[src/rtl/ebpc_pkg.sv]
// Shared constants and types for the EBPC codec blocks.
package ebpc_pkg;

  localparam int unsigned DATA_W = 8;
  localparam int unsigned ZRL_W  = 4;

  typedef enum logic [1:0] {
    IDLE,
    RUN,
    ZEROS
  } znz_dec_state_t;

endpackage

[src/rtl/ebpc_znz_bit_buffer.sv]
// MSB-aligned 2*DATA_W bit buffer for the ZNZ decoder: word append and n-bit consume.
// EBPC_ZNZ_DEC_ERR_CHECK_EN adds rest_nz_o (any bits left after this cycle's consume).
module ebpc_znz_bit_buffer #(
  parameter int unsigned DATA_W = 8,
  parameter int unsigned ZRL_W  = 4,
  parameter int unsigned CNT_W  = $clog2(2*DATA_W+1)
) (
  input  logic              clk_i,
  input  logic              rst_ni,
  input  logic              clr_i,
  input  logic              load_i,
  input  logic [DATA_W-1:0] word_i,
  input  logic [CNT_W-1:0]  consume_i,
  output logic [CNT_W-1:0]  cnt_o,
  output logic              top_bit_o,
`ifdef EBPC_ZNZ_DEC_ERR_CHECK_EN
  output logic              rest_nz_o,
`endif
  output logic [ZRL_W-1:0]  run_o
);

  localparam int unsigned BUF_W = 2*DATA_W;

  logic [BUF_W-1:0] bits_q, bits_d, shifted;
  logic [CNT_W-1:0] cnt_q, cnt_d, cnt_left;

  // Bits below cnt_q are always zero, so a new word can be OR-ed in right
  // after the bits that survive this cycle's consume.
  always_comb begin
    shifted  = bits_q << consume_i;
    cnt_left = cnt_q - consume_i;
    bits_d   = shifted;
    cnt_d    = cnt_left;
    if (load_i) begin
      bits_d = shifted | ({word_i, {DATA_W{1'b0}}} >> cnt_left);
      cnt_d  = cnt_left + CNT_W'(DATA_W);
    end
    if (clr_i) begin
      bits_d = '0;
      cnt_d  = '0;
    end
  end

  always_ff @(posedge clk_i or negedge rst_ni) begin
    if (!rst_ni) begin
      bits_q <= '0;
      cnt_q  <= '0;
    end else begin
      bits_q <= bits_d;
      cnt_q  <= cnt_d;
    end
  end

  assign cnt_o     = cnt_q;
  assign top_bit_o = bits_q[BUF_W-1];
  assign run_o     = bits_q[BUF_W-2 -: ZRL_W];

`ifdef EBPC_ZNZ_DEC_ERR_CHECK_EN
  assign rest_nz_o = |shifted;
`endif

endmodule

[src/rtl/ebpc_znz_decoder.sv]
// Rebuilds the word stream from the ZNZ run-length bitstream and decoded non-zero values.
// EBPC_ZNZ_DEC_ERR_CHECK_EN enables the sticky err_o (clipped run / nonzero padding).
module ebpc_znz_decoder #(
  parameter int unsigned DATA_W = ebpc_pkg::DATA_W,
  parameter int unsigned ZRL_W  = ebpc_pkg::ZRL_W,
  parameter int unsigned LEN_W  = 24
) (
  input  logic              clk_i,
  input  logic              rst_ni,
  input  logic [LEN_W-1:0]  len_i,
  input  logic              len_vld_i,
  output logic              len_rdy_o,
  input  logic [DATA_W-1:0] znz_data_i,
  input  logic              znz_vld_i,
  output logic              znz_rdy_o,
  input  logic [DATA_W-1:0] nz_data_i,
  input  logic              nz_vld_i,
  output logic              nz_rdy_o,
  output logic [DATA_W-1:0] data_o,
  output logic              last_o,
  output logic              vld_o,
  input  logic              rdy_i,
  output logic              err_o
);
  import ebpc_pkg::*;

  localparam int unsigned CNT_W = $clog2(2*DATA_W+1);

  znz_dec_state_t    state_q, state_d;
  logic [LEN_W-1:0]  remaining_q, remaining_d;
  logic [ZRL_W-1:0]  zcnt_q, zcnt_d;
  logic              buf_clr, buf_load, buf_top;
  logic [CNT_W-1:0]  buf_consume, buf_cnt;
  logic [ZRL_W-1:0]  buf_run;
  logic              slot_free, sym_complete;
  logic              out_load, out_last;
  logic [DATA_W-1:0] out_data;
`ifdef EBPC_ZNZ_DEC_ERR_CHECK_EN
  logic              buf_rest_nz, err_set, err_q;
`endif

  assign buf_load = znz_vld_i && znz_rdy_o;

  ebpc_znz_bit_buffer #(
    .DATA_W (DATA_W),
    .ZRL_W  (ZRL_W),
    .CNT_W  (CNT_W)
  ) u_bit_buffer (
    .clk_i     (clk_i),
    .rst_ni    (rst_ni),
    .clr_i     (buf_clr),
    .load_i    (buf_load),
    .word_i    (znz_data_i),
    .consume_i (buf_consume),
    .cnt_o     (buf_cnt),
    .top_bit_o (buf_top),
`ifdef EBPC_ZNZ_DEC_ERR_CHECK_EN
    .rest_nz_o (buf_rest_nz),
`endif
    .run_o     (buf_run)
  );

  assign slot_free    = !vld_o || rdy_i;
  assign sym_complete = ((buf_cnt >= CNT_W'(1)) && buf_top) ||
                        ((buf_cnt >= CNT_W'(ZRL_W+1)) && !buf_top);

  always_comb begin
    state_d     = state_q;
    remaining_d = remaining_q;
    zcnt_d      = zcnt_q;
    len_rdy_o   = 1'b0;
    znz_rdy_o   = 1'b0;
    nz_rdy_o    = 1'b0;
    buf_clr     = 1'b0;
    buf_consume = '0;
    out_load    = 1'b0;
    out_last    = 1'b0;
    out_data    = '0;
    unique case (state_q)
      IDLE: begin
        len_rdy_o = 1'b1;
        if (len_vld_i) begin
          remaining_d = len_i;
          buf_clr     = 1'b1;
          state_d     = RUN;
        end
      end
      RUN: begin
        // Fetch only to finish the current symbol, so no word past the block end is taken.
        znz_rdy_o = !sym_complete && (buf_cnt <= CNT_W'(DATA_W));
        if (sym_complete && buf_top) begin
          nz_rdy_o = slot_free;
          if (nz_vld_i && slot_free) begin
            out_load    = 1'b1;
            out_data    = nz_data_i;
            out_last    = (remaining_q == '0);
            buf_consume = CNT_W'(1);
            if (out_last) begin
              buf_clr = 1'b1;
              state_d = IDLE;
            end else begin
              remaining_d = remaining_q - LEN_W'(1);
            end
          end
        end else if (sym_complete) begin
          buf_consume = CNT_W'(ZRL_W+1);
          zcnt_d      = buf_run;
          state_d     = ZEROS;
        end
      end
      ZEROS: begin
        if (slot_free) begin
          out_load = 1'b1;
          out_last = (remaining_q == '0);
          if (out_last) begin
            buf_clr = 1'b1;
            state_d = IDLE;
          end else begin
            remaining_d = remaining_q - LEN_W'(1);
            if (zcnt_q == '0) state_d = RUN;
            else              zcnt_d  = zcnt_q - ZRL_W'(1);
          end
        end
      end
      default: state_d = IDLE;
    endcase
  end

  always_ff @(posedge clk_i or negedge rst_ni) begin
    if (!rst_ni) begin
      state_q     <= IDLE;
      remaining_q <= '0;
      zcnt_q      <= '0;
      vld_o       <= 1'b0;
      data_o      <= '0;
      last_o      <= 1'b0;
    end else begin
      state_q     <= state_d;
      remaining_q <= remaining_d;
      zcnt_q      <= zcnt_d;
      if (out_load) begin
        vld_o  <= 1'b1;
        data_o <= out_data;
        last_o <= out_last;
      end else if (rdy_i) begin
        vld_o  <= 1'b0;
      end
    end
  end

`ifdef EBPC_ZNZ_DEC_ERR_CHECK_EN
  assign err_set = out_load && out_last &&
                   (buf_rest_nz || ((state_q == ZEROS) && (zcnt_q != '0)));

  always_ff @(posedge clk_i or negedge rst_ni) begin
    if (!rst_ni) err_q <= 1'b0;
    else         err_q <= err_q | err_set;
  end

  assign err_o = err_q;
`else
  assign err_o = 1'b0;
`endif

endmodule

[config.mk]
export PLATFORM = sky130hd
export DESIGN_NAME = ebpc_znz_decoder
export DESIGN_NICKNAME = d
export VERILOG_FILES = /design/src/rtl/ebpc_pkg.sv /design/src/rtl/ebpc_znz_bit_buffer.sv /design/src/rtl/ebpc_znz_decoder.sv
export SDC_FILE = /design/constraint.sdc
export NUM_CORES = 1
export LEC_CHECK = 0
export CAP_MARGIN = 30
export CORE_MARGIN = 3
export CORE_UTILIZATION = 59
export CTS_CLUSTER_DIAMETER = 150
export DETAILED_ROUTE_END_ITERATION = 10
export PLACE_DENSITY = 0.82
export SYNTH_ARGS = -nofsm -noshare
export SYNTH_HDL_FRONTEND = slang
export SYNTH_SLANG_ARGS = --single-unit
[constraint.sdc]
create_clock -name clk_i -period 7.45 [get_ports clk_i]
set_clock_uncertainty 0.15 [all_clocks]
set_input_delay 0.745 -clock clk_i [delete_from_list [all_inputs] [get_ports clk_i]]
set_output_delay 0.745 -clock clk_i [all_outputs]
set_load 0.05 [all_outputs]
==> results of run 1 <==
[state kept, by name (all words and copies together) (netlist names)]
| register | cells |
|---|---|
| u_bit_buffer.cnt_o | 5 |
| last_o | 1 |
| u_bit_buffer.bits_q | 16 |
| vld_o | 1 |
| remaining_q | 24 |
| state_q | 2 |
| zcnt_q | 4 |
| data_o | 8 |
[cells in the final DEF (no fill, tap or decap), types with 4 or more instances in the layout]
cell type         n
nor2_1           39
inv_1            14
o21ai_0          24
nand2b_1          6
a22o_1           10
ha_1              9
nor3_1           17
a22oi_1          12
a31oi_1          11
o22a_1            4
a21oi_1          40
nand2_1          54
nand4_1           8
dfrtp_1          61
a21o_1            6
nand3_1          21
mux2i_1          13
o22ai_1          12
clkbuf_8          9
and3_1            5
clkdlybuf4s50_1  57
mux2_2           15
xor2_1            4
[synthesized netlist by cell type (7+ instances only)]
library cell | number | area, um^2
o21ai_0 | 24 | 120
nand4_1 | 8 | 50.1
mux2i_1 | 13 | 130
a22oi_1 | 12 | 90.1
ha_1 | 9 | 113
mux2_2 | 15 | 169
buf_2 | 7 | 35.0
nor3_1 | 17 | 85.1
a31oi_1 | 11 | 68.8
dfrtp_1 | 61 | 1530
o22ai_1 | 12 | 75.1
nor2_1 | 39 | 146
nand3_1 | 21 | 105
a22o_1 | 10 | 87.6
clkbuf_1 | 8 | 30.0
inv_1 | 14 | 52.6
a21oi_1 | 40 | 200
nand2_1 | 54 | 203
[metal layers]
layer | part of all wire, % | vias up | global-route usage [%]
met5 | 0 | - | 0
met4 | 1.5 | 0 | 9.61
met3 | 6.8 | 18 | 3.65
met2 | 46 | 160 | 45.2
met1 | 45 | 1845 | 39.0
li1 | - | 1867 | -
[cells by family after synthesis]
group	count (synthesis)
AND/OR/NAND/NOR	178
AO/OA/AOI/OAI	148
XOR/XNOR	8
flip-flops	61
multiplexers	29
buffers and inverters	37
adder cells (fa/ha/maj)	9
other	1
[power groups by stage]
stage	clock network (mW)	registers (mW)	logic (mW)
after floorplan	0	0.665	1.06
after global placement	0	0.644	1.36
after detailed placement	0	0.652	1.39
after CTS	0.287	0.647	1.39
after global routing	0.303	0.674	1.55
final	0.286	0.652	1.41
[metrics by stage]
step,util [%],hold slack [ns],cells,setup WS (ns),instance area [um^2]
floorplan,-,0.299,471,4.02,4130
global placement,71.7,0.314,602,2.83,4710
detailed placement,71.7,0.322,602,2.61,4710
CTS,74.4,0.337,617,2.58,4890
global route,74.5,0.352,618,2.09,4900
finish,74.5,0.337,618,2.46,4900
[tightest hold or removal path, cell delays in order (launching register included)]
cell     delay [ns]
dfrtp_1        0.34
nand2_1        0.05
o21ai_0        0.06
[how the worst min path moves through the flow]
stage / end
global route: last_o
finish: last_o
CTS: last_o
floorplan: data_o[0]
global placement: last_o
detailed placement: last_o
[area by class of cell]
class | count | area share, %
clock buffer | 10 | 2.61
sequential | 61 | 31.2
clock inverter | 5 | 1.07
multi-input combinational | 373 | 49.4
tap | 93 | 2.38
inverter | 15 | 1.15
timing repair buffer | 61 | 12.2
==> report_table.html, run 1 <==
<table>
<tr><th>Metric</th><th>Value</th></tr>
<tr><th colspan="2">Worst setup path</th></tr>
<tr><td>Type of the setup path with the least slack</td><td>register to register</td></tr>
<tr><td>Data arrival time at the worst-slack endpoint</td><td>5.11 ns</td></tr>
<tr><td>RR Startpoint</td><td>state_q[1]</td></tr>
<tr><td>CP Launch Type</td><td>register</td></tr>
<tr><td>Crit path max fanout</td><td>17</td></tr>
<tr><td>R2R depth</td><td>10</td></tr>
<tr><td>Required time at the worst-slack endpoint</td><td>7.57 ns</td></tr>
<tr><td>Nature of the critical path endpoint</td><td>register</td></tr>
<tr><td>Capturing instance or port of the critical path</td><td>u_bit_buffer.bits_q[1]</td></tr>
<tr><td>Slowest cell delay on critical path</td><td>0.86 ns</td></tr>
<tr><td>Highest-delay cell along the critical path</td><td>a211oi_2</td></tr>
<tr><td>WP buf/inv</td><td>3</td></tr>
<tr><td>Register-to-Register Setup Slack</td><td>2.46 ns</td></tr>
<tr><td>Crit-path leading delay family</td><td>compound AO/OA/AOI/OAI gates</td></tr>
<tr><td>Critical path depth in cells</td><td>10</td></tr>
<tr><td>Worst-path cell chain</td><td>inv_1 -&gt; ha_1 -&gt; inv_1 -&gt; a211oi_2 -&gt; clkinv_1 -&gt; ha_1 -&gt; xor2_1 -&gt; nand3_1 -&gt; o32a_1 -&gt; a21oi_1</td></tr>
<tr><td>Capture instance of the worst register-to-register path</td><td>u_bit_buffer.bits_q[1]</td></tr>
<tr><td>Critical Path Start</td><td>state_q[1]</td></tr>
<tr><th colspan="2">Finish</th></tr>
<tr><td>Post-layout net count</td><td>576</td></tr>
<tr><td>Footprint of the flip-flops and latches</td><td>0.00153 mm^2</td></tr>
<tr><td>Multi-input gate area</td><td>0.00242 mm^2</td></tr>
<tr><td>Number of diodes</td><td>0</td></tr>
<tr><td>Area growth from synthesis to layout</td><td>18.5%</td></tr>
<tr><td>Number of fill cells</td><td>530</td></tr>
<tr><td>Ratio of cells with drive above 1 in the final layout</td><td>9.52%</td></tr>
<tr><th colspan="2">Yosys</th></tr>
<tr><td>Synthesized area per cell</td><td>8.77 um^2</td></tr>
<tr><td>Net count of the mapped netlist</td><td>526</td></tr>
<tr><td>Yosys warning total</td><td>0</td></tr>
<tr><td>Complex-gate fraction of the synthesized area</td><td>24.1%</td></tr>
<tr><td>Mux contribution to synthesized area</td><td>7.60%</td></tr>
<tr><td>Flop and latch count out of synthesis</td><td>61</td></tr>
<tr><td>Mapped Cells</td><td>471</td></tr>
<tr><td>Number of different library cells in the post-synthesis netlist</td><td>65</td></tr>
<tr><td>Prevailing post-synth register cell</td><td>dfrtp_1</td></tr>
<tr><td>Post-synth EDFFs</td><td>0</td></tr>
<tr><td>Cell area after technology mapping</td><td>0.00413 mm^2</td></tr>
<tr><td>Fraction of the mapped netlist area in simple logic gates</td><td>21.9%</td></tr>
<tr><td>Part of the Yosys area used for sequential elements</td><td>37.0%</td></tr>
<tr><td>Synth Area in XOR/XNOR</td><td>2.15%</td></tr>
<tr><td>Combinational family with the most area after synthesis</td><td>compound AO/OA/AOI/OAI gates</td></tr>
<tr><td>Share of synthesized cell area in full adder, half adder and majority cells</td><td>2.73%</td></tr>
<tr><td>Async SR Flop Fraction</td><td>100%</td></tr>
<tr><th colspan="2">Global route</th></tr>
<tr><td>Largest net degree at the start of global routing</td><td>62</td></tr>
<tr><td>Total Routing Usage GR</td><td>28.0%</td></tr>
<tr><td>Via count of the first global-routing pass</td><td>3,664</td></tr>
<tr><td>Wire length of the first global-routing pass</td><td>17,400 um</td></tr>
<tr><td>Aggregate global routing overflow</td><td>0</td></tr>
<tr><td>Number of antenna violations at the first check in global routing</td><td>0</td></tr>
<tr><th colspan="2">Floorplan</th></tr>
<tr><td>Die height</td><td>89.7 um</td></tr>
<tr><td>Number of rows in the core area</td><td>29</td></tr>
<tr><td>Die footprint</td><td>0.00804 mm^2</td></tr>
<tr><td>Effective utilization at floorplan</td><td>62.9%</td></tr>
<tr><td>Top-level port count</td><td>60</td></tr>
<tr><td>Chip width</td><td>89.7 um</td></tr>
<tr><td>Area of the core</td><td>0.00657 mm^2</td></tr>
<tr><th colspan="2">Detailed routing</th></tr>
<tr><td>Post-detailed-route count of antenna-violating nets</td><td>0</td></tr>
<tr><td>Sum of routed wire length over all layers</td><td>10,900 um</td></tr>
<tr><td>Number of remaining DRC errors</td><td>0</td></tr>
<tr><td>Average routed wire per standard cell</td><td>17.6 um</td></tr>
<tr><td>Via density per instance</td><td>6.29</td></tr>
<tr><td>Vias</td><td>3,890</td></tr>
<tr><td>Iter 0 DRT Violations</td><td>333</td></tr>
<tr><td>Detailed-routing iteration count for the pre-antenna-repair pass</td><td>5</td></tr>
<tr><th colspan="2">Timing</th></tr>
<tr><td>Period Utilization, post-route</td><td>67.0%</td></tr>
<tr><td>Fin crit period</td><td>4.99 ns</td></tr>
<tr><td>Unrepaired setup endpoints after global routing</td><td>no</td></tr>
<tr><td>Max transition margin</td><td>26.9%</td></tr>
<tr><td>Aggregate negative setup slack</td><td>0 ns</td></tr>
<tr><td>Slew at the pin closest to its max-slew limit</td><td>1.09 ns</td></tr>
<tr><td>Endpoints failing setup</td><td>0</td></tr>
<tr><td>Max Clk Rate</td><td>200 MHz</td></tr>
<tr><td>Final Hold Fails</td><td>0</td></tr>
<tr><td>Count of pins over their slew limit</td><td>0</td></tr>
<tr><th colspan="2">Pwr</th></tr>
<tr><td>Reg power frac</td><td>27.7%</td></tr>
<tr><td>Net switching power</td><td>1.17 mW</td></tr>
<tr><td>Total power draw</td><td>2.35 mW</td></tr>
<tr><td>IR drop worst, VDD</td><td>0.289 mV</td></tr>
<tr><td>Combinational cell fraction of total power</td><td>60.1%</td></tr>
<tr><td>Clock power share</td><td>12.2%</td></tr>
<tr><td>Leakage power summed over all cells</td><td>2.01 nW</td></tr>
<tr><td>Pint</td><td>1.18 mW</td></tr>
<tr><td>Switching part of the total power</td><td>49.7%</td></tr>
<tr><td>Power density over cell area</td><td>480 mW/mm^2</td></tr>
<tr><th colspan="2">Flow run</th></tr>
<tr><td>Max-capacitance violation count</td><td>0</td></tr>
<tr><th colspan="2">Place</th></tr>
<tr><td>Routability Congestion</td><td>0.927</td></tr>
<tr><td>Final HPWL from detailed placement</td><td>7640 um</td></tr>
<tr><td>Count of port buffers added during placement</td><td>58</td></tr>
<tr><th colspan="2">Clock network</th></tr>
<tr><td>Clock input transition at the sequential cells of the worst setup and hold paths</td><td>0.07 ns</td></tr>
<tr><td>Number of cells upsized or downsized after cts</td><td>0</td></tr>
<tr><td>Number of buffers inserted for hold repair after clock tree synthesis</td><td>0</td></tr>
<tr><td>Clk_lat worst skew</td><td>0.34 ns</td></tr>
<tr><td>Maximum count of clock buffers along a single path</td><td>2</td></tr>
<tr><td>Clk root buf</td><td>clkbuf_8</td></tr>
<tr><td>Clock tree from TritonCTS</td><td>done</td></tr>
<tr><td>Number of clock buffers inserted by TritonCTS</td><td>9</td></tr>
<tr><td>Count of H-tree levels built during CTS</td><td>3</td></tr>
<tr><td>Number of buffers inserted by post-CTS setup repair</td><td>0</td></tr>
<tr><td>Number of clock sinks seen by CTS</td><td>61</td></tr>
<tr><th colspan="2">Hold path</th></tr>
<tr><td>Cells on Worst Hold Path</td><td>2</td></tr>
<tr><td>Source of the worst hold timing path</td><td>last_o</td></tr>
<tr><td>Type of the most critical hold path</td><td>register to register</td></tr>
<tr><th colspan="2">Outcome</th></tr>
<tr><td>Status</td><td>finished, final reports clean</td></tr>
</table>
Power figures use the tool's default switching activity.
==> run 2: changes to the inputs <==
Settings changed: CORE_UTILIZATION 59 to 55, PLACE_DENSITY 0.82 to 0.77.
Clock period 7.45 ns to 4.9 ns, I/O delays scaled along.
==> report_table.html, run 2 (synthesis results as in run 1) <==
<table>
<tr><th>Metric</th><th>Value</th></tr>
<tr><th colspan="2">Outcome</th></tr>
<tr><td>Status</td><td>finished, final reports clean</td></tr>
<tr><th colspan="2">Global route</th></tr>
<tr><td>Total Routing Usage GR</td><td>26.0%</td></tr>
<tr><td>Number of antenna violations at the first check in global routing</td><td>0</td></tr>
<tr><td>Aggregate global routing overflow</td><td>0</td></tr>
<tr><td>Largest net degree at the start of global routing</td><td>62</td></tr>
<tr><td>Via count of the first global-routing pass</td><td>3,500</td></tr>
<tr><td>Wire length of the first global-routing pass</td><td>17,800 um</td></tr>
<tr><th colspan="2">Timing</th></tr>
<tr><td>Unrepaired setup endpoints after global routing</td><td>no</td></tr>
<tr><td>Aggregate negative setup slack</td><td>0 ns</td></tr>
<tr><td>Post-route worst setup slack</td><td>0.800 ns</td></tr>
<tr><td>Fin crit period</td><td>4.10 ns</td></tr>
<tr><td>Endpoints failing setup</td><td>0</td></tr>
<tr><td>Final Hold Fails</td><td>0</td></tr>
<tr><td>Period Utilization, post-route</td><td>83.7%</td></tr>
<tr><td>Slew at the pin closest to its max-slew limit</td><td>0.935 ns</td></tr>
<tr><td>Max transition margin</td><td>37.5%</td></tr>
<tr><td>Count of pins over their slew limit</td><td>0</td></tr>
<tr><td>Max Clk Rate</td><td>244 MHz</td></tr>
<tr><th colspan="2">Pwr</th></tr>
<tr><td>Reg power frac</td><td>28.0%</td></tr>
<tr><td>Leakage power summed over all cells</td><td>2.02 nW</td></tr>
<tr><td>Combinational cell fraction of total power</td><td>60.3%</td></tr>
<tr><td>Power density over cell area</td><td>728 mW/mm^2</td></tr>
<tr><td>Clock power share</td><td>11.7%</td></tr>
<tr><td>IR drop worst, VDD</td><td>0.516 mV</td></tr>
<tr><td>Pint</td><td>1.80 mW</td></tr>
<tr><td>Net switching power</td><td>1.78 mW</td></tr>
<tr><td>Switching part of the total power</td><td>49.7%</td></tr>
<tr><th colspan="2">Floorplan</th></tr>
<tr><td>Area of the core</td><td>0.00702 mm^2</td></tr>
<tr><td>Die footprint</td><td>0.00858 mm^2</td></tr>
<tr><td>Top-level port count</td><td>60</td></tr>
<tr><td>Die height</td><td>92.7 um</td></tr>
<tr><td>Effective utilization at floorplan</td><td>58.8%</td></tr>
<tr><td>Chip width</td><td>92.7 um</td></tr>
<tr><td>Number of rows in the core area</td><td>30</td></tr>
<tr><th colspan="2">Detailed routing</th></tr>
<tr><td>Sum of routed wire length over all layers</td><td>11,000 um</td></tr>
<tr><td>Via density per instance</td><td>6.28</td></tr>
<tr><td>Vias</td><td>3,906</td></tr>
<tr><td>Number of remaining DRC errors</td><td>0</td></tr>
<tr><td>Detailed-routing iteration count for the pre-antenna-repair pass</td><td>5</td></tr>
<tr><td>Average routed wire per standard cell</td><td>17.6 um</td></tr>
<tr><td>Post-detailed-route count of antenna-violating nets</td><td>0</td></tr>
<tr><td>Iter 0 DRT Violations</td><td>256</td></tr>
<tr><th colspan="2">Place</th></tr>
<tr><td>Routability Congestion</td><td>0.926</td></tr>
<tr><td>Number of placed instances with taps included</td><td>607</td></tr>
<tr><td>Count of port buffers added during placement</td><td>58</td></tr>
<tr><td>Standard cell area after detailed placement</td><td>0.00473 mm^2</td></tr>
<tr><td>Final HPWL from detailed placement</td><td>7600 um</td></tr>
<tr><td>Post-place setup slack</td><td>0.892 ns</td></tr>
<tr><th colspan="2">Finish</th></tr>
<tr><td>Top register by number of flip-flops</td><td>remaining_q</td></tr>
<tr><td>Top flop regs</td><td>remaining_q: 24 flops, u_bit_buffer.bits_q: 16 flops, data_o: 8 flops</td></tr>
<tr><td>Most common library cell in the layout ignoring fill and taps</td><td>dfrtp_1</td></tr>
<tr><td>Cell Count, Final, Fillers Out</td><td>622</td></tr>
<tr><td>Commonest cells after routing, fill and taps aside</td><td>61 x dfrtp_1, 57 x clkdlybuf4s50_1, 54 x nand2_1</td></tr>
<tr><td>Ratio of cells with drive above 1 in the final layout</td><td>9.51%</td></tr>
<tr><td>Post-layout net count</td><td>577</td></tr>
<tr><td>Multi-input gate area</td><td>0.00242 mm^2</td></tr>
<tr><td>Area of all placed cells without fillers</td><td>0.00490 mm^2</td></tr>
<tr><td>Number of fill cells</td><td>576</td></tr>
<tr><td>Footprint of the flip-flops and latches</td><td>0.00153 mm^2</td></tr>
<tr><td>Final core utilization</td><td>69.9%</td></tr>
<tr><td>Number of diodes</td><td>0</td></tr>
<tr><td>Flip-flop count of the largest register, all copies and words added</td><td>24</td></tr>
<tr><td>Area growth from synthesis to layout</td><td>18.8%</td></tr>
<tr><th colspan="2">Worst setup path</th></tr>
<tr><td>Highest-delay cell along the critical path</td><td>xor2_1</td></tr>
<tr><td>Crit path max fanout</td><td>17</td></tr>
<tr><td>Type of the setup path with the least slack</td><td>register to register</td></tr>
<tr><td>CP Launch Type</td><td>register</td></tr>
<tr><td>Slowest cell delay on critical path</td><td>0.76 ns</td></tr>
<tr><td>Data arrival time at the worst-slack endpoint</td><td>4.23 ns</td></tr>
<tr><td>Nature of the critical path endpoint</td><td>register</td></tr>
<tr><td>Required time at the worst-slack endpoint</td><td>5.03 ns</td></tr>
<tr><td>Worst-path cell chain</td><td>inv_1 -&gt; ha_1 -&gt; inv_1 -&gt; a211oi_2 -&gt; buf_4 -&gt; clkinv_1 -&gt; ha_1 -&gt; xor2_1 -&gt; nand3_1 -&gt; o32a_1 -&gt; a21oi_1</td></tr>
<tr><th colspan="2">Clock network</th></tr>
<tr><td>Number of cells upsized or downsized after cts</td><td>0</td></tr>
<tr><td>Clk root buf</td><td>clkbuf_8</td></tr>
<tr><td>Maximum count of clock buffers along a single path</td><td>2</td></tr>
<tr><td>Count of H-tree levels built during CTS</td><td>3</td></tr>
<tr><td>Clock tree from TritonCTS</td><td>done</td></tr>
<tr><td>Number of clock buffers inserted by TritonCTS</td><td>9</td></tr>
<tr><td>Number of buffers inserted for hold repair after clock tree synthesis</td><td>0</td></tr>
<tr><td>Clock input transition at the sequential cells of the worst setup and hold paths</td><td>0.07 ns</td></tr>
<tr><td>Clk_lat worst skew</td><td>0.35 ns</td></tr>
<tr><td>Number of buffers inserted by post-CTS setup repair</td><td>0</td></tr>
<tr><td>Number of clock sinks seen by CTS</td><td>61</td></tr>
<tr><th colspan="2">Flow run</th></tr>
<tr><td>Max-capacitance violation count</td><td>0</td></tr>
<tr><th colspan="2">Hold path</th></tr>
<tr><td>Type of the most critical hold path</td><td>input port to asynchronous set/reset pin</td></tr>
</table>
-- run 2: power by group through the flow --
stage,clock network [mW],registers (mW),logic [mW]
2_1_floorplan,0,1.01,1.61
3_3_place_gp,0,0.986,2.08
3_5_place_dp,0,0.998,2.11
4_1_cts,0.427,0.991,2.13
5_1_grt,0.449,1.03,2.35
6_report,0.417,1.00,2.16
-- run 2: layout make-up --
type,instances,area share [%]
clock inverter,1,0.102
multi-input combinational,373,49.3
inverter,15,1.15
sequential,61,31.1
clock buffer,14,3.52
timing repair buffer,62,12.3
tap,96,2.45
-- run 2: through the flow --
step	total power [mW]	hold slack, ns
floorplan	2.62	0.0444
global placement	3.07	0.314
detailed placement	3.10	0.331
CTS	3.54	0.183
global route	3.83	0.226
finish	3.57	0.136
-- run 2: path summary, 6_finish.rpt --
kind	startpoint	to	slack, ns	depth (start not counted)
setup / recovery	state_q[1]	u_bit_buffer.bits_q[1]	0.80	11
hold / removal	rst_ni	remaining_q[3]	0.14	2
setup reg to reg	state_q[1]	u_bit_buffer.bits_q[1]	0.80	11
hold reg to reg	last_o	last_o	0.35	2
max in group asynchronous	rst_ni	remaining_q[18]	3.93	2
min in group clk_i	last_o	last_o	0.35	2
-- run 2: per-layer routing --
metal,wire [um],vias to the layer above,GRT usage [%],share of wire (%)
li1,-,1865,-,-
met1,5180,1851,38.0,47
met2,4820,169,39.2,44
met3,775,21,5.44,7.1
met4,185,0,7.20,1.7
met5,0,-,0,0
-- run 2: worst max-delay path, delay by kind of cell (launching register included) --
family          cells  cell delay (ns)
xor+xnor            1             0.76
compound gates      3             0.66
fa+ha+maj           2             0.88
flops               1             0.41
buf+inv             4             0.92
simple gates        1             0.25
==> run 3: changes to the inputs <==
Clock period 4.9 ns to 3.9 ns, I/O delays scaled along.
==> report_table.html, run 3 (synthesis results as in run 1) <==
<table>
<tr><th>Metric</th><th>Value</th></tr>
<tr><th colspan="2">Outcome</th></tr>
<tr><td>Status</td><td>finished, final reports clean</td></tr>
<tr><th colspan="2">Finish</th></tr>
<tr><td>Number of fill cells</td><td>559</td></tr>
<tr><td>Area growth from synthesis to layout</td><td>20.4%</td></tr>
<tr><td>Top register by number of flip-flops</td><td>remaining_q</td></tr>
<tr><td>Post-layout net count</td><td>582</td></tr>
<tr><td>Most common library cell in the layout ignoring fill and taps</td><td>dfrtp_1</td></tr>
<tr><td>Final core utilization</td><td>70.8%</td></tr>
<tr><td>Number of diodes</td><td>0</td></tr>
<tr><td>Ratio of cells with drive above 1 in the final layout</td><td>10.5%</td></tr>
<tr><td>Commonest cells after routing, fill and taps aside</td><td>61 x dfrtp_1, 57 x clkdlybuf4s50_1, 54 x nand2_1</td></tr>
<tr><td>Top flop regs</td><td>remaining_q: 24 flops, u_bit_buffer.bits_q: 16 flops, data_o: 8 flops</td></tr>
<tr><td>Area of all placed cells without fillers</td><td>0.00497 mm^2</td></tr>
<tr><td>Flip-flop count of the largest register, all copies and words added</td><td>24</td></tr>
<tr><th colspan="2">Timing</th></tr>
<tr><td>Fin crit period</td><td>3.39 ns</td></tr>
<tr><td>Period Utilization, post-route</td><td>86.8%</td></tr>
<tr><td>Count of pins over their slew limit</td><td>0</td></tr>
<tr><td>Slew at the pin closest to its max-slew limit</td><td>0.856 ns</td></tr>
<tr><td>Max Clk Rate</td><td>295 MHz</td></tr>
<tr><td>Max transition margin</td><td>42.9%</td></tr>
<tr><td>Endpoints failing setup</td><td>0</td></tr>
<tr><td>Final Hold Fails</td><td>0</td></tr>
<tr><td>Unrepaired setup endpoints after global routing</td><td>no</td></tr>
<tr><td>Aggregate negative setup slack</td><td>0 ns</td></tr>
<tr><th colspan="2">Worst setup path</th></tr>
<tr><td>Crit path max fanout</td><td>7</td></tr>
<tr><td>Worst-path cell chain</td><td>or3_4 -&gt; o211a_1 -&gt; nand3_1 -&gt; nand2_1 -&gt; ha_1 -&gt; nand2b_1 -&gt; a21oi_1 -&gt; xnor2_1 -&gt; nand3_1 -&gt; o32a_1 -&gt; a21oi_1</td></tr>
<tr><td>Highest-delay cell along the critical path</td><td>dfrtp_1</td></tr>
<tr><td>Crit-path leading delay family</td><td>simple AND/OR/NAND/NOR gates</td></tr>
<tr><td>Nature of the critical path endpoint</td><td>register</td></tr>
<tr><td>Data arrival time at the worst-slack endpoint</td><td>3.50 ns</td></tr>
<tr><td>CP Launch Type</td><td>register</td></tr>
<tr><td>Type of the setup path with the least slack</td><td>register to register</td></tr>
<tr><td>Required time at the worst-slack endpoint</td><td>4.02 ns</td></tr>
<tr><td>Slowest cell delay on critical path</td><td>0.50 ns</td></tr>
<tr><td>WP buf/inv</td><td>0</td></tr>
<tr><th colspan="2">Place</th></tr>
<tr><td>Routability Congestion</td><td>0.915</td></tr>
<tr><td>Count of port buffers added during placement</td><td>58</td></tr>
<tr><td>Final HPWL from detailed placement</td><td>7950 um</td></tr>
<tr><td>Standard cell area after detailed placement</td><td>0.00476 mm^2</td></tr>
<tr><th colspan="2">Global route</th></tr>
<tr><td>Via count of the first global-routing pass</td><td>3,635</td></tr>
<tr><td>Largest net degree at the start of global routing</td><td>39</td></tr>
<tr><td>Number of antenna violations at the first check in global routing</td><td>0</td></tr>
<tr><td>Wire length of the first global-routing pass</td><td>17,900 um</td></tr>
<tr><td>Aggregate global routing overflow</td><td>0</td></tr>
<tr><td>Total Routing Usage GR</td><td>26.0%</td></tr>
<tr><th colspan="2">Clock network</th></tr>
<tr><td>Number of buffers inserted by post-CTS setup repair</td><td>0</td></tr>
<tr><td>Count of H-tree levels built during CTS</td><td>3</td></tr>
<tr><td>Maximum count of clock buffers along a single path</td><td>2</td></tr>
<tr><td>Clk root buf</td><td>clkbuf_8</td></tr>
<tr><td>Clock input transition at the sequential cells of the worst setup and hold paths</td><td>0.07 ns</td></tr>
<tr><td>Number of cells upsized or downsized after cts</td><td>0</td></tr>
<tr><td>Number of clock buffers inserted by TritonCTS</td><td>9</td></tr>
<tr><td>Number of clock sinks seen by CTS</td><td>61</td></tr>
<tr><td>Clock tree from TritonCTS</td><td>done</td></tr>
<tr><td>Clk_lat worst skew</td><td>0.34 ns</td></tr>
<tr><td>Number of buffers inserted for hold repair after clock tree synthesis</td><td>0</td></tr>
<tr><th colspan="2">Pwr</th></tr>
<tr><td>Reg power frac</td><td>27.1%</td></tr>
<tr><td>Power density over cell area</td><td>925 mW/mm^2</td></tr>
<tr><td>Pint</td><td>2.37 mW</td></tr>
<tr><td>Net switching power</td><td>2.23 mW</td></tr>
<tr><td>Switching part of the total power</td><td>48.5%</td></tr>
<tr><td>Clock power share</td><td>13.1%</td></tr>
<tr><td>Leakage power summed over all cells</td><td>2.06 nW</td></tr>
<tr><td>IR drop worst, VDD</td><td>0.422 mV</td></tr>
<tr><td>Combinational cell fraction of total power</td><td>59.8%</td></tr>
<tr><th colspan="2">Floorplan</th></tr>
<tr><td>Top-level port count</td><td>60</td></tr>
<tr><td>Die height</td><td>92.7 um</td></tr>
<tr><td>Number of rows in the core area</td><td>30</td></tr>
<tr><td>Effective utilization at floorplan</td><td>58.8%</td></tr>
<tr><td>Die footprint</td><td>0.00858 mm^2</td></tr>
<tr><td>Area of the core</td><td>0.00702 mm^2</td></tr>
<tr><td>Chip width</td><td>92.7 um</td></tr>
<tr><th colspan="2">Flow run</th></tr>
<tr><td>Max-capacitance violation count</td><td>0</td></tr>
<tr><th colspan="2">Detailed routing</th></tr>
<tr><td>Detailed-routing iteration count for the pre-antenna-repair pass</td><td>5</td></tr>
<tr><td>Iter 0 DRT Violations</td><td>228</td></tr>
<tr><td>Post-detailed-route count of antenna-violating nets</td><td>0</td></tr>
<tr><td>Via density per instance</td><td>6.30</td></tr>
<tr><td>Vias</td><td>3,956</td></tr>
<tr><td>Average routed wire per standard cell</td><td>17.5 um</td></tr>
<tr><td>Sum of routed wire length over all layers</td><td>11,000 um</td></tr>
<tr><td>Number of remaining DRC errors</td><td>0</td></tr>
<tr><th colspan="2">Hold path</th></tr>
<tr><td>Type of the most critical hold path</td><td>input port to asynchronous set/reset pin</td></tr>
</table>
run 3: cell types whose count changed in the layout (fill, tap and decap cells not counted), sizes merged:
cell,previous run,this run
buf,5,10
clkbuf,14,11
bufinv,0,2
clkinv,2,4
run 3: final cells by class:
cell class                 count  area, um^2  share of cell area, %
multi-input combinational    373        2420                   48.7
sequential                    61        1530                   30.7
timing repair buffer          67         643                   12.9
clock buffer                  11         131                   2.64
tap                           96         120                   2.42
clock inverter                 5        75.1                   1.51
inverter                      15        56.3                   1.13
run 3: stage by stage:
stage / instances / setup WS (ns) / total power, mW / hold slack, ns
global route: 628 / 0.249 / 4.93 / 0.0600
detailed placement: 612 / 0.543 / 3.94 / 0.321
finish: 628 / 0.513 / 4.60 / 0.00327
global placement: 612 / 0.624 / 3.85 / 0.317
CTS: 628 / 0.530 / 4.57 / 0.0330
floorplan: 471 / 0.465 / 3.29 / -0.0556
run 3: power groups by stage:
stage	registers [mW]	clock network, mW	logic [mW]
after floorplan	1.27	0	2.02
after global placement	1.23	0	2.62
after detailed placement	1.24	0	2.70
after CTS	1.24	0.616	2.71
after global routing	1.29	0.638	3.00
final	1.25	0.603	2.75
run 3: final timing paths:
kind,slack [ns],startpoint,cells past startpoint,end
max,0.51,u_bit_buffer.cnt_o[1],11,u_bit_buffer.bits_q[1]
min,0.003,rst_ni,1,remaining_q[6]
max reg2reg,0.51,u_bit_buffer.cnt_o[1],11,u_bit_buffer.bits_q[1]
min reg2reg,0.33,last_o,2,last_o
max in group asynchronous,2.75,rst_ni,2,u_bit_buffer.cnt_o[2]
min in group clk_i,0.33,last_o,2,last_o
run 3: per-layer routing:
| metal | track usage [%] | vias up | routed length (um) |
|---|---|---|---|
| met5 | 0 | - | 0 |
| met4 | 6.47 | 0 | 95 |
| met3 | 5.44 | 12 | 729 |
| met2 | 41.0 | 151 | 5100 |
| met1 | 36.6 | 1910 | 5050 |
| li1 | - | 1883 | - |
